### config.mk
export PLATFORM = sky130hd
export DESIGN_NAME = flag_status_unit
export DESIGN_NICKNAME = d
export VERILOG_FILES = /design/src/rtl/cpu_pkg.sv /design/src/rtl/flag_status_unit_flag_reg.sv /design/src/rtl/flag_status_unit.sv
export SDC_FILE = /design/constraint.sdc
export NUM_CORES = 1
export LEC_CHECK = 0
export ABC_AREA = 1
export BUFFER_PORTS_ARGS = -buffer_cell sky130_fd_sc_hd__buf_4
export CAP_MARGIN = 20
export CORE_MARGIN = 1.5
export CORE_UTILIZATION = 40
export CTS_CLUSTER_SIZE = 40
export DETAILED_ROUTE_END_ITERATION = 10
export PLACE_DENSITY_LB_ADDON = 0.2
export SETUP_SLACK_MARGIN = 0.5
export SYNTH_ARGS = -nofsm -noshare
export SYNTH_HDL_FRONTEND = slang
export SYNTH_HIERARCHICAL = 1
export SYNTH_SLANG_ARGS = --single-unit
export TNS_END_PERCENT = 20
### constraint.sdc
create_clock -name clk -period 1.02 [get_ports clk]
set_clock_uncertainty 0.1 [all_clocks]
set_input_delay 0.306 -clock clk [delete_from_list [all_inputs] [get_ports clk]]
set_output_delay 0.306 -clock clk [all_outputs]
set_load 0.05 [all_outputs]
### src/rtl/cpu_pkg.sv
// Shared CPU types: NZCV flag bundle and exception FSM encoding.
// Also used by the condition tester for flags_t.
package cpu_pkg;

  typedef struct packed {
    logic n;
    logic z;
    logic c;
    logic v;
  } flags_t;

  localparam int FLAG_N = 3;
  localparam int FLAG_Z = 2;
  localparam int FLAG_C = 1;
  localparam int FLAG_V = 0;

  typedef enum logic {
    EXC_NORM = 1'b0,
    EXC_EXC  = 1'b1
  } exc_state_t;

endpackage

### src/rtl/flag_status_unit_flag_reg.sv
// NZCV register with async active-low reset and load enable.
// Used for the pending, architectural and saved flag copies.
module flag_reg
  import cpu_pkg::*;
#(
  parameter flags_t RST = '0
) (
  input  logic   clk,
  input  logic   rst_n,
  input  logic   load,
  input  flags_t d,
  output flags_t q
);

  always_ff @(posedge clk or negedge rst_n) begin
    if (!rst_n)
      q <= RST;
    else if (load)
      q <= d;
  end

endmodule

### src/rtl/flag_status_unit.sv
// NZCV status flags: capture from EX, one-cycle staging, commit,
// forwarding to the condition tester, and exception save/restore.
module flag_status_unit
  import cpu_pkg::*;
#(
  parameter logic [3:0] RESET_FLAGS = 4'b0000,
  parameter bit         FWD_EN      = 1'b1
) (
  input  logic       clk,
  input  logic       rst_n,
  input  logic       alu_n,
  input  logic       alu_z,
  input  logic       alu_c,
  input  logic       alu_v,
  input  logic       ex_valid,
  input  logic       ex_s_bit,
  input  logic       stall,
  input  logic       flush,
  input  logic       exc_entry,
  input  logic       exc_return,
  output logic       N,
  output logic       Z,
  output logic       C,
  output logic       V,
  output logic [3:0] arch_flags,
  output logic       flag_hazard,
  output logic       in_exc,
  output logic       exc_err
);

  exc_state_t state, state_nxt;
  logic       pend_v, pend_v_nxt;
  logic       err_nxt;
  logic       cap;
  logic       restore;
  logic       save;
  logic       arch_ld;
  flags_t     alu_f;
  flags_t     pend, arch, saved;
  flags_t     eff;
  flags_t     arch_d;

  assign alu_f = '{n: alu_n, z: alu_z, c: alu_c, v: alu_v};
  assign cap   = ex_valid & ex_s_bit & ~stall & ~flush;

  assign eff = (FWD_EN && pend_v) ? pend : arch;

  // Restore wins over a commit of the staged flags.
  assign arch_ld = restore | pend_v;
  assign arch_d  = restore ? saved : pend;

  flag_reg #(.RST('0)) u_pend (
    .clk   (clk),
    .rst_n (rst_n),
    .load  (cap),
    .d     (alu_f),
    .q     (pend)
  );

  flag_reg #(.RST(flags_t'(RESET_FLAGS))) u_arch (
    .clk   (clk),
    .rst_n (rst_n),
    .load  (arch_ld),
    .d     (arch_d),
    .q     (arch)
  );

  flag_reg #(.RST('0)) u_saved (
    .clk   (clk),
    .rst_n (rst_n),
    .load  (save),
    .d     (eff),
    .q     (saved)
  );

  always_ff @(posedge clk or negedge rst_n) begin
    if (!rst_n) begin
      state   <= EXC_NORM;
      pend_v  <= 1'b0;
      exc_err <= 1'b0;
    end else begin
      state   <= state_nxt;
      pend_v  <= pend_v_nxt;
      exc_err <= err_nxt;
    end
  end

  always_comb begin
    state_nxt  = state;
    save       = 1'b0;
    restore    = 1'b0;
    err_nxt    = 1'b0;
    pend_v_nxt = cap;
    unique case (state)
      EXC_NORM: begin
        if (exc_entry) begin
          save      = 1'b1;
          state_nxt = EXC_EXC;
        end else if (exc_return) begin
          err_nxt = 1'b1;
        end
      end
      EXC_EXC: begin
        if (exc_return) begin
          restore    = 1'b1;
          pend_v_nxt = 1'b0;
          state_nxt  = EXC_NORM;
        end else if (exc_entry) begin
          err_nxt = 1'b1;
        end
      end
      default: state_nxt = EXC_NORM;
    endcase
  end

  assign N           = eff.n;
  assign Z           = eff.z;
  assign C           = eff.c;
  assign V           = eff.v;
  assign arch_flags  = arch;
  assign flag_hazard = ex_valid & ex_s_bit;
  assign in_exc      = (state == EXC_EXC);

endmodule

==> results.md <==
- Outcome: finished, violations left
- Violated checks: design-rule violations, negative hold slack, negative setup slack
- GP Congestion: 0.7819
- Comb power frac: 52.1%
- Pint: 1.465 mW
- Net switching power: 1.074 mW
- #FFs+latches synth: 15
- Clk buf depth: 2
- Peak VDD IR: 1.099 mV
- Tmin final: 1.564 ns
- Port bufs: 22
- First-pass GRT wire length: 2835 um
- Min-delay worst type: in -> async
- Setup crit end kind: primary output
- Worst setup path endpoint: Z
- Commonest non-fill, non-tap cell in the layout: nand2_1
- WS Path Type: reg -> out
- H-tree Lvls: 1
- Met3 layer usage reported by global route: 4.898%
- Worst hold slack: -0.2350 ns
- Final HPWL DP: 1275 um
- Sw Ratio: 42.30%
- Critical Path RT: 0.61 ns
- Crit Path Max Fanout: 5
- CP peak stage delay: 0.43 ns
- Worst reg2reg endpoint: u_saved/q[1]
- Tcrit/Tclk final: 153.3%
- Die Area: 1982 um^2
- CP Data Arrival Time: 1.16 ns
- Top Usage Layer GRT: met2
- Ant diodes: 0
- Initial DRC count: 14
- Met2 usage: 32.17%
- Die Wd: 44.52 um
- Largest net degree at the start of global routing: 16
- Clock slew at reported path FFs: 0.08 ns
- Worst r2r src: pend_v
- Slew of the pin with the lowest slew margin: 0.1940 ns
- Clock power frac: 12.9%
- Vias in the first global route: 714
- TritonCTS buffer count: 3
- Layout cells sized above 1: 49.26%
- Core Region: 1559 um^2
- Final setup violating endpoints: 19
- Main combinational cell family by area after synthesis: simple AND/OR/NAND/NOR gates
- RSZ-0062 raised after global routing: true
- Design Area, Final: 1167 um^2
- Synth warnings: 6
- Worst skew pair latency: 0.27 ns
- Mux contribution to synthesized area: 0%
- GRT Total Usage: 19.85%
- CTS tree: done
- Worst path slowest cell: dfrtp_1
- Antenna Violating Nets Remaining: 0
- DP Cell Count: 145
- Final WS setup: -0.5441 ns
- Register share of total power: 35.0%
- Initial core utilization: 44.22%
- Num rows: 14
- Fin cells: 152
- Most frequent cells in the layout: nand2_1 (54), buf_4 (17), buf_6 (14)
- Max-Cap Viols: 0
- Distinct cells, synth: 9
- Synth Area in XOR/XNOR: 0%
- Setup slack, reg-to-reg: -0.15 ns
- First-pass iteration count of the detailed router: 7
- Clk sinks: 15
- Via count: 740
- Crit path from: pend_v
- Ports: 23
- Die H: 44.52 um
- Simple-gate area share of the yosys netlist: 39.75%
- Avg Cell Area, Syn: 7.107 um^2
- P&R area growth vs syn: 69.33%
- Synthesized cell area: 689.4 um^2
- Clk root buf: clkbuf_4
- Met1 Usage GRT: 23.39%
- Cells along the critical path: inv_2 -> nand2_2 -> nand2_4 -> buf_8
- Remaining DRCs: 3
- # fillers: 127
- Final Hold Fails: 15
- PwrDens: 2175 nW/um^2
- Synth Area in Compound Gates: 0.7260%
- Total Wirelength: 1721 um
- Maximum clock rate: 639.3 MHz
- Adder-Cell Fraction of Synth Area: 0%
- Syn nets: 109
- Initial antenna violation count: 0
- Placed instance area: 1001 um^2
- Final Max Slew Viols: 0
- Max_slew headroom: 87.07%
- Synth Instances: 97
- Worst reg2reg path depth: 7
- Layout Nets: 149
- Grt total ovfl: 0
- Register area share after synthesis: 54.45%
- Wirelength per Cell: 11.32 um
- DR vias/cell: 4.868
- Startpoint class of the critical path: flop
- Lkg Pwr: 0.6437 nW
power groups by stage:
| stage | logic [mW] | registers (mW) | clock network, mW |
|---|---|---|---|
| finish | 1.32 | 0.888 | 0.328 |
| floorplan | 0.498 | 1.07 | 0 |
| global placement | 1.07 | 0.871 | 0 |
| detailed placement | 1.09 | 0.876 | 0 |
| global route | 1.40 | 0.898 | 0.372 |
| CTS | 1.26 | 0.879 | 0.340 |
worst min path at each step:
stage	start	end	slack, ns	depth (start not counted)
4_1_cts	rst_n	pend_v	-0.23	1
2_1_floorplan	rst_n	exc_err	-0.09	0
5_1_grt	rst_n	u_saved/q[0]	-0.24	1
3_5_place_dp	rst_n	u_saved/q[0]	0.07	1
3_3_place_gp	rst_n	u_saved/q[0]	0.07	1
6_report	rst_n	u_saved/q[2]	-0.23	1
stage by stage:
stage / TNS [ns] / utilization, % / setup slack (ns) / total power [mW] / hold WS, ns
finish: -4.457 / 74.88 / -0.5441 / 2.539 / -0.2350
global route: -5.324 / 74.88 / -0.5799 / 2.668 / -0.2439
detailed placement: -1.880 / 64.21 / -0.2474 / 1.963 / 0.06952
global placement: -1.599 / 64.21 / -0.2321 / 1.940 / 0.06923
CTS: -4.166 / 72.63 / -0.5218 / 2.475 / -0.2326
floorplan: -2.142 / - / -0.1638 / 1.566 / -0.08959
cell type report:
cell class	instances	area (um^2)	share of cell area, %
multi-input combinational	73	355.3	30.44
inverter	9	38.79	3.323
clock buffer	4	26.28	2.251
tap	16	20.02	1.715
timing repair buffer	35	345.3	29.58
sequential	15	381.6	32.69
flip-flops by register name, indices dropped and copies added, names as in the netlist:
| signal | cells |
|---|---|
| exc_err | 1 |
| u_pend/q | 4 |
| u_saved/q | 4 |
| in_exc | 1 |
| pend_v | 1 |
| u_arch/q | 4 |
layer usage:
layer | vias up | wire length [um]
li1 | 368 | -
met1 | 335 | 734
met2 | 31 | 842
met3 | 6 | 102
met4 | 0 | 42
met5 | - | 0
critical path, delay by kind of cell (launching register included):
family | cells | cell delay (ns)
buffers and inverters | 2 | 0.28
DFF | 1 | 0.43
and+or+nand+nor | 2 | 0.17
repair_timing:
item	CTS	global route
resized for setup	28	6
cloned	0	0
endpoints found under the setup margin	26	26
pin swaps	18	9
hold endpoints to repair	15	15
setup buffers	1	2
Yosys cell counts:
library cell	instances	area, um^2
dfrtp_1	15	375.4
clkinv_2	1	5.000
nand2_2	1	6.260
nand2_1	66	247.7
o21ai_0	1	5.000
nor2_1	4	15.01
nand3_1	1	5.000
inv_1	3	11.26
inv_2	5	18.77
kinds of logic after synthesis:
logic type / after synthesis
and+or+nand+nor: 72
DFF: 15
buffers and inverters: 9
AOI/OAI and AO/OA: 1
No activity file was read; power rests on OpenSTA's default activity.
